$ cat config.mk
export PLATFORM = sky130hd
export DESIGN_NAME = multicycle_controller
export DESIGN_NICKNAME = d
export VERILOG_FILES = /design/src/rtl/multicycle_controller.sv
export SDC_FILE = /design/constraint.sdc
export NUM_CORES = 1
export LEC_CHECK = 0
export BUFFER_PORTS_ARGS = -buffer_cell sky130_fd_sc_hd__buf_2
export CAP_MARGIN = 20
export CORE_UTILIZATION = 51
export DETAILED_ROUTE_END_ITERATION = 10
export PLACE_DENSITY = 0.79
export SLEW_MARGIN = 20
export SYNTH_ARGS = -nofsm -noshare
export SYNTH_HDL_FRONTEND = slang
export SYNTH_SLANG_ARGS = --single-unit
$ cat constraint.sdc
create_clock -name clock -period 2.6 [get_ports clock]
set_input_delay 0.26 -clock clock [delete_from_list [all_inputs] [get_ports clock]]
set_output_delay 0.26 -clock clock [all_outputs]
set_load 0.02 [all_outputs]
$ cat src/rtl/multicycle_controller.sv
// Control FSM for the 16-bit multicycle datapath: sequences fetch, PC increment,
// decode, execute, memory access and writeback, and drives every datapath select/strobe.
module multicycle_controller #(
    parameter int unsigned WIDTH = 16
) (
    input  logic             clock,
    input  logic             reset,
    input  logic [WIDTH-1:0] instruction,
    input  logic             memory_ready,
    output logic             memory_request,
    output logic             memory_write_enable,
    output logic             memory_address_select,
    output logic [1:0]       alu_a_select,
    output logic             alu_b_select,
    output logic [2:0]       alu_operation,
    output logic             program_counter_write_enable,
    output logic             instruction_write_enable,
    output logic             status_write_enable,
    output logic             register_write_enable,
    output logic [2:0]       register_write_data_select,
    output logic             fault,
    output logic [2:0]       state
);

    localparam int unsigned STATE_W = 3;
    localparam int unsigned OP_W    = 3;
    localparam int unsigned SEL_W   = 3;
    localparam int unsigned ASEL_W  = 2;

    localparam logic [OP_W-1:0] OP_ADD   = OP_W'(0);
    localparam logic [OP_W-1:0] OP_SUB   = OP_W'(1);
    localparam logic [OP_W-1:0] OP_CMP   = OP_W'(2);
    localparam logic [OP_W-1:0] OP_AND   = OP_W'(3);
    localparam logic [OP_W-1:0] OP_OR    = OP_W'(4);
    localparam logic [OP_W-1:0] OP_XOR   = OP_W'(5);
    localparam logic [OP_W-1:0] OP_SHIFT = OP_W'(6);

    localparam logic [ASEL_W-1:0] A_PC   = ASEL_W'(0);
    localparam logic [ASEL_W-1:0] A_SRC  = ASEL_W'(1);
    localparam logic [ASEL_W-1:0] A_SEXT = ASEL_W'(2);
    localparam logic [ASEL_W-1:0] A_ZEXT = ASEL_W'(3);

    localparam logic [SEL_W-1:0] WB_ALU  = SEL_W'(0);
    localparam logic [SEL_W-1:0] WB_SRC  = SEL_W'(1);
    localparam logic [SEL_W-1:0] WB_IMM  = SEL_W'(2);
    localparam logic [SEL_W-1:0] WB_UPP  = SEL_W'(3);
    localparam logic [SEL_W-1:0] WB_MEM  = SEL_W'(4);

    typedef enum logic [STATE_W-1:0] {
        S_FETCH     = 3'd0,
        S_INCREMENT = 3'd1,
        S_DECODE    = 3'd2,
        S_EXECUTE   = 3'd3,
        S_WRITEBACK = 3'd4,
        S_MEM_READ  = 3'd5,
        S_MEM_WRITE = 3'd6,
        S_FAULT     = 3'd7
    } state_t;

    typedef enum logic [2:0] {
        CLS_ALU,
        CLS_CMP,
        CLS_MOVE,
        CLS_LOAD,
        CLS_STORE,
        CLS_ILLEGAL
    } class_t;

    typedef struct packed {
        logic              request;
        logic              write;
        logic              addr_sel;
        logic [ASEL_W-1:0] alu_a;
        logic              alu_b;
        logic [OP_W-1:0]   alu_op;
        logic              pc_we;
        logic              status_we;
        logic              reg_we;
        logic              ready_reg_we;
        logic              ready_ir_we;
        logic [SEL_W-1:0]  wb_sel;
    } ctrl_t;

    state_t            state_q;
    state_t            state_d;
    state_t            target;
    ctrl_t             ctrl_q;
    ctrl_t             ctrl_d;
    logic              fault_q;

    class_t            dec_class;
    logic [OP_W-1:0]   dec_op;
    logic [ASEL_W-1:0] dec_a;
    logic              dec_status;
    logic [SEL_W-1:0]  dec_sel;

    logic [3:0]        opcode;
    logic [3:0]        ext;
    logic              unused_fields;

    assign opcode        = instruction[15:12];
    assign ext           = instruction[7:4];
    assign unused_fields = ^{instruction[11:8], instruction[3:0]};

    // Instruction decode: class plus the execute/writeback controls it implies.
    always_comb begin
        dec_class  = CLS_ILLEGAL;
        dec_op     = OP_ADD;
        dec_a      = A_PC;
        dec_status = 1'b0;
        dec_sel    = WB_ALU;
        case (opcode)
            4'b0000: begin
                case (ext)
                    4'b0101: begin dec_class = CLS_ALU; dec_op = OP_ADD; dec_a = A_SRC; dec_status = 1'b1; end
                    4'b1001: begin dec_class = CLS_ALU; dec_op = OP_SUB; dec_a = A_SRC; dec_status = 1'b1; end
                    4'b1011: begin dec_class = CLS_CMP; dec_op = OP_CMP; dec_a = A_SRC; dec_status = 1'b1; end
                    4'b0001: begin dec_class = CLS_ALU; dec_op = OP_AND; dec_a = A_SRC; end
                    4'b0010: begin dec_class = CLS_ALU; dec_op = OP_OR;  dec_a = A_SRC; end
                    4'b0011: begin dec_class = CLS_ALU; dec_op = OP_XOR; dec_a = A_SRC; end
                    4'b1101: begin dec_class = CLS_MOVE; dec_sel = WB_SRC; end
                    default: dec_class = CLS_ILLEGAL;
                endcase
            end
            4'b0101: begin dec_class = CLS_ALU; dec_op = OP_ADD; dec_a = A_SEXT; dec_status = 1'b1; end
            4'b1001: begin dec_class = CLS_ALU; dec_op = OP_SUB; dec_a = A_SEXT; dec_status = 1'b1; end
            4'b1011: begin dec_class = CLS_CMP; dec_op = OP_CMP; dec_a = A_SEXT; dec_status = 1'b1; end
            4'b0001: begin dec_class = CLS_ALU; dec_op = OP_AND; dec_a = A_ZEXT; end
            4'b0010: begin dec_class = CLS_ALU; dec_op = OP_OR;  dec_a = A_ZEXT; end
            4'b0011: begin dec_class = CLS_ALU; dec_op = OP_XOR; dec_a = A_ZEXT; end
            4'b1101: begin dec_class = CLS_MOVE; dec_sel = WB_IMM; end
            4'b1111: begin dec_class = CLS_MOVE; dec_sel = WB_UPP; end
            4'b0100: begin
                case (ext)
                    4'b0000: dec_class = CLS_LOAD;
                    4'b0100: dec_class = CLS_STORE;
                    default: dec_class = CLS_ILLEGAL;
                endcase
            end
            4'b1000: begin
                case (ext)
                    4'b0100:          begin dec_class = CLS_ALU; dec_op = OP_SHIFT; dec_a = A_SRC;  end
                    4'b0000, 4'b0001: begin dec_class = CLS_ALU; dec_op = OP_SHIFT; dec_a = A_ZEXT; end
                    default:          dec_class = CLS_ILLEGAL;
                endcase
            end
            default: dec_class = CLS_ILLEGAL;
        endcase
    end

    // Next-state selection; reset overrides everything and returns to FETCH.
    always_comb begin
        state_d = state_q;
        case (state_q)
            S_FETCH:     state_d = memory_ready ? S_INCREMENT : S_FETCH;
            S_INCREMENT: state_d = S_DECODE;
            S_DECODE: begin
                case (dec_class)
                    CLS_ALU, CLS_CMP: state_d = S_EXECUTE;
                    CLS_MOVE:         state_d = S_WRITEBACK;
                    CLS_LOAD:         state_d = S_MEM_READ;
                    CLS_STORE:        state_d = S_MEM_WRITE;
                    default:          state_d = S_FAULT;
                endcase
            end
            S_EXECUTE:   state_d = (dec_class == CLS_CMP) ? S_FETCH : S_WRITEBACK;
            S_WRITEBACK: state_d = S_FETCH;
            S_MEM_READ:  state_d = memory_ready ? S_FETCH : S_MEM_READ;
            S_MEM_WRITE: state_d = memory_ready ? S_FETCH : S_MEM_WRITE;
            S_FAULT:     state_d = S_FAULT;
            default:     state_d = S_FETCH;
        endcase
        target = reset ? state_d : S_FETCH;
    end

    // Controls for the state being entered, so they can be registered.
    always_comb begin
        ctrl_d = '0;
        case (target)
            S_FETCH: begin
                ctrl_d.request     = 1'b1;
                ctrl_d.ready_ir_we = 1'b1;
            end
            S_INCREMENT: begin
                ctrl_d.alu_a  = A_PC;
                ctrl_d.alu_b  = 1'b1;
                ctrl_d.alu_op = OP_ADD;
                ctrl_d.pc_we  = 1'b1;
            end
            S_EXECUTE: begin
                ctrl_d.alu_a     = dec_a;
                ctrl_d.alu_op    = dec_op;
                ctrl_d.status_we = dec_status;
            end
            // The result register re-samples every cycle, so ALU controls persist here.
            S_WRITEBACK: begin
                ctrl_d.alu_a  = dec_a;
                ctrl_d.alu_op = dec_op;
                ctrl_d.reg_we = 1'b1;
                ctrl_d.wb_sel = dec_sel;
            end
            S_MEM_READ: begin
                ctrl_d.request      = 1'b1;
                ctrl_d.addr_sel     = 1'b1;
                ctrl_d.ready_reg_we = 1'b1;
                ctrl_d.wb_sel       = WB_MEM;
            end
            S_MEM_WRITE: begin
                ctrl_d.request  = 1'b1;
                ctrl_d.addr_sel = 1'b1;
                ctrl_d.write    = 1'b1;
            end
            default: ctrl_d = '0;
        endcase
    end

    always_ff @(posedge clock) begin
        state_q <= target;
        ctrl_q  <= ctrl_d;
        fault_q <= (target == S_FAULT);
    end

    // Strobes and request are suppressed while reset is held low.
    assign memory_request               = ctrl_q.request & reset;
    assign memory_write_enable          = ctrl_q.write & reset;
    assign memory_address_select        = ctrl_q.addr_sel;
    assign alu_a_select                 = ctrl_q.alu_a;
    assign alu_b_select                 = ctrl_q.alu_b;
    assign alu_operation                = ctrl_q.alu_op;
    assign program_counter_write_enable = ctrl_q.pc_we & reset;
    assign instruction_write_enable     = ctrl_q.ready_ir_we & memory_ready & reset;
    assign status_write_enable          = ctrl_q.status_we & reset;
    assign register_write_enable        = (ctrl_q.reg_we | (ctrl_q.ready_reg_we & memory_ready)) & reset;
    assign register_write_data_select   = ctrl_q.wb_sel;
    assign fault                        = fault_q;
    assign state                        = state_q;

endmodule
==> results.py <==
metrics = {
    "status": {
        "status": "finished, final reports clean",
    },
    "routing": {
        "vias_per_cell": 5.824,
        "first_iter_violations": 34,
        "wl_per_cell_um": 14.00,
        "drcViolationCount": 0,
        "ant_nets": 0,
        "vias": 1188,
        "drt_first_pass_iters": 4,
        "finalWirelength_um": 2855,
    },
    "worst_setup_path": {
        "cp-start-kind": "input port",
        "path_cells": "buf_2 -> or4b_1 -> o21ai_2 -> a41oi_2 -> o311ai_2 -> nand3_2 -> a211oi_2",
        "reg2reg_slack_ns": 0.51,
        "cp_max_fo": 11,
        "arrival_ns": 2.39,
        "endpoint_kind": "flop",
        "reg2reg_from": "state[1]",
        "crit_path_max_incr_delay_ns": 0.56,
        "critPathSlowestCell": "or4b_1",
        "r2r_cells": 5,
        "required_ns": 2.82,
        "worstSetupPathType": "in -> reg",
        "worstReg2RegEnd": "alu_a_select[0]",
    },
    "cells_and_area": {
        "fin_nets": 195,
        "n_fill_cell": 231,
        "drive_above_1_share_pct": 28.74,
        "syn_to_final_growth_pct": 7.920,
        "diodes": 0,
    },
    "power": {
        "powerDensity_nw_per_um2": 470.4,
        "p_leak_nw": 0.6202,
        "max-vdd-ir-drop_uv": 341.9,
    },
    "clock_network": {
        "cts_buffers": 3,
        "postCtsHoldBufs": 0,
        "clock_latency_ns": 0.29,
        "clk_path_buf_depth": 2,
        "post_cts_buffers": 0,
        "root_buffer": "clkbuf_4",
        "cts_num_sinks": 20,
        "htreeDepth": 1,
        "cts_tree": "yes",
        "cts.reportedPaths.clkPinSlew_ns": 0.10,
        "cts_resized": 0,
    },
    "timing": {
        "tns_ns": 0,
        "fin_crit_sh_pct": 83.55,
        "timing.final.hold_violations": 0,
        "setup_viol": 0,
        "maxSlewViolCount": 0,
        "slew_headroom_pct": 62.12,
        "fmax_ghz": 0.4604,
        "tightest_slew_ns": 0.5673,
        "clock_skew_ns": 0.002026,
        "setup_ws_ns": 0.4278,
        "fin_crit_ns": 2.172,
        "rsz0062_at_grt": "false",
    },
    "placement": {
        "place_ws_ns": 0.1299,
        "portBuffers": 30,
        "dp_hpwl_um": 2170,
        "routabilityCongestion": 0.8664,
    },
    "global_routing": {
        "overflow": 0,
        "grt_max_degree": 17,
        "grt_use_total_pct": 22.80,
        "antenna_found_initial": 0,
        "first_global_vias": 1033,
        "grt_pass1_wl_um": 4705,
    },
    "logic_synthesis": {
        "synth-async-reset-ratio_pct": 0,
        "synth-seq-cells": 20,
        "ys.flop_type": "dfxtp_1",
        "synth_edf_count": 0,
        "postSynthAreaPerCell_um2": 8.299,
        "yosysWarnings": 0,
        "syn_inst": 158,
        "synth_nets": 177,
        "synthesis.area_um2": 1311,
        "synth_cell_type_count": 51,
        "seq_area_frac_synth_pct": 30.53,
    },
    "floorplanning": {
        "dieHeight_um": 52.71,
        "ioPinCount": 39,
        "core-area_um2": 2455,
        "die_area_um2": 2778,
        "num_rows": 18,
        "start_util_pct": 53.41,
        "die_w_um": 52.71,
    },
    "job": {
        "cap_violations": 0,
    },
    "worst_hold_path": {
        "hold-path-endpoint": "alu_operation[2]",
        "hold_start": "instruction[14]",
        "min_path_cells": 2,
        "hold_class": "in -> reg",
    },
}
[layer usage]
layer	routed length, um	vias to the layer above	GRT usage, %
li1	-	593	-
met4	14	0	4.386
met1	1201	552	28.45
met3	188	2	5.797
met2	1451	41	39.24
met5	0	-	0
[cell families (layout without fill, tap and decap cells)]
kind of cell	after synthesis	in the layout	share of synthesized area, %
AND/OR/NAND/NOR	63	63	27.77
AO/OA/AOI/OAI	46	46	29.11
buffers and inverters	27	43	11.26
flip-flops	20	20	30.53
XOR/XNOR	2	2	1.336
[registers in the layout, summed over array words and instances (netlist names)]
register / flops
alu_operation: 3
register_write_data_select: 3
alu_a_select: 2
ctrl_q: 7
fault: 1
memory_address_select: 1
state: 3
[placed cells by master, fill, tap and decap left out, drive strengths merged, types with 2 or more instances in the layout]
cell / synthesis / layout
nor2b: 5 / 5
o22ai: 2 / 2
a211o: 2 / 2
nor3: 3 / 3
nand3: 5 / 5
o311ai: 2 / 2
or3: 2 / 2
o21ai: 4 / 4
dfxtp: 20 / 20
a32oi: 2 / 2
or3b: 2 / 2
nand2b: 4 / 4
or4b: 2 / 2
a31oi: 2 / 2
a211oi: 3 / 3
buf: 16 / 31
a21oi: 17 / 17
inv: 9 / 9
clkbuf: 2 / 3
nor2: 14 / 14
o211ai: 3 / 3
and3: 6 / 6
and2: 5 / 5
nand2: 9 / 9
[cell type report]
cell class	instances	area [um2]	share of cell area (%)
multi-input cells	111	763.2	53.93
flip-flops and latches	20	400.4	28.29
repair buffers	31	157.7	11.14
well taps	30	37.54	2.653
inverters	9	33.78	2.387
clock buffers	3	22.52	1.592
[through the flow]
stage | utilization, % | instances | hold WS (ns) | instance area [um2] | power, mW
6_report | 57.65 | 204 | 0.3411 | 1415 | 0.6657
5_1_grt | 57.65 | 204 | 0.3294 | 1415 | 0.7049
4_1_cts | 57.65 | 204 | 0.3265 | 1415 | 0.6709
3_5_place_dp | 56.73 | 201 | 0.6442 | 1393 | 0.5327
3_3_place_gp | 56.73 | 201 | 0.6375 | 1393 | 0.5258
2_1_floorplan | - | 158 | 0.4248 | 1311 | 0.4885
[worst max-delay path: cells and delay by family]
kind,cells,cell delay [ns]
AND/OR/NAND/NOR,2,0.88
buffers and inverters,1,0.16
AO/OA/AOI/OAI,4,1.08
[synthesized netlist by cell type, types with 3 or more instances]
cell | count | area share, %
nor2_1 | 14 | 4.0
dfxtp_1 | 20 | 31
and2_1 | 5 | 2.4
nand2_1 | 9 | 2.6
buf_4 | 8 | 4.6
nor2b_1 | 5 | 2.4
inv_1 | 9 | 2.6
o21ai_0 | 3 | 1.1
nand2b_1 | 4 | 1.9
and3_1 | 6 | 2.9
buf_2 | 7 | 2.7
nor3_1 | 3 | 1.1
a21oi_1 | 15 | 5.7
nand3_1 | 4 | 1.5
[worst max-delay path by stage]
stage	start	to	slack, ns	depth (start not counted)
floorplan	state[1]	alu_a_select[0]	0.47	7
global placement	instruction[12]	ctrl_q[16]	0.23	7
detailed placement	instruction[12]	alu_a_select[0]	0.13	7
CTS	instruction[12]	alu_a_select[0]	0.43	7
global route	instruction[12]	ctrl_q[16]	0.33	7
finish	instruction[12]	alu_a_select[0]	0.43	7
[report_power, final]
group	switching (mW)	total (mW)	internal (mW)
clock network	0.0850	0.139	0.0539
logic	0.119	0.191	0.0715
registers	0.0114	0.336	0.325
(Power assumes the default switching activity.)
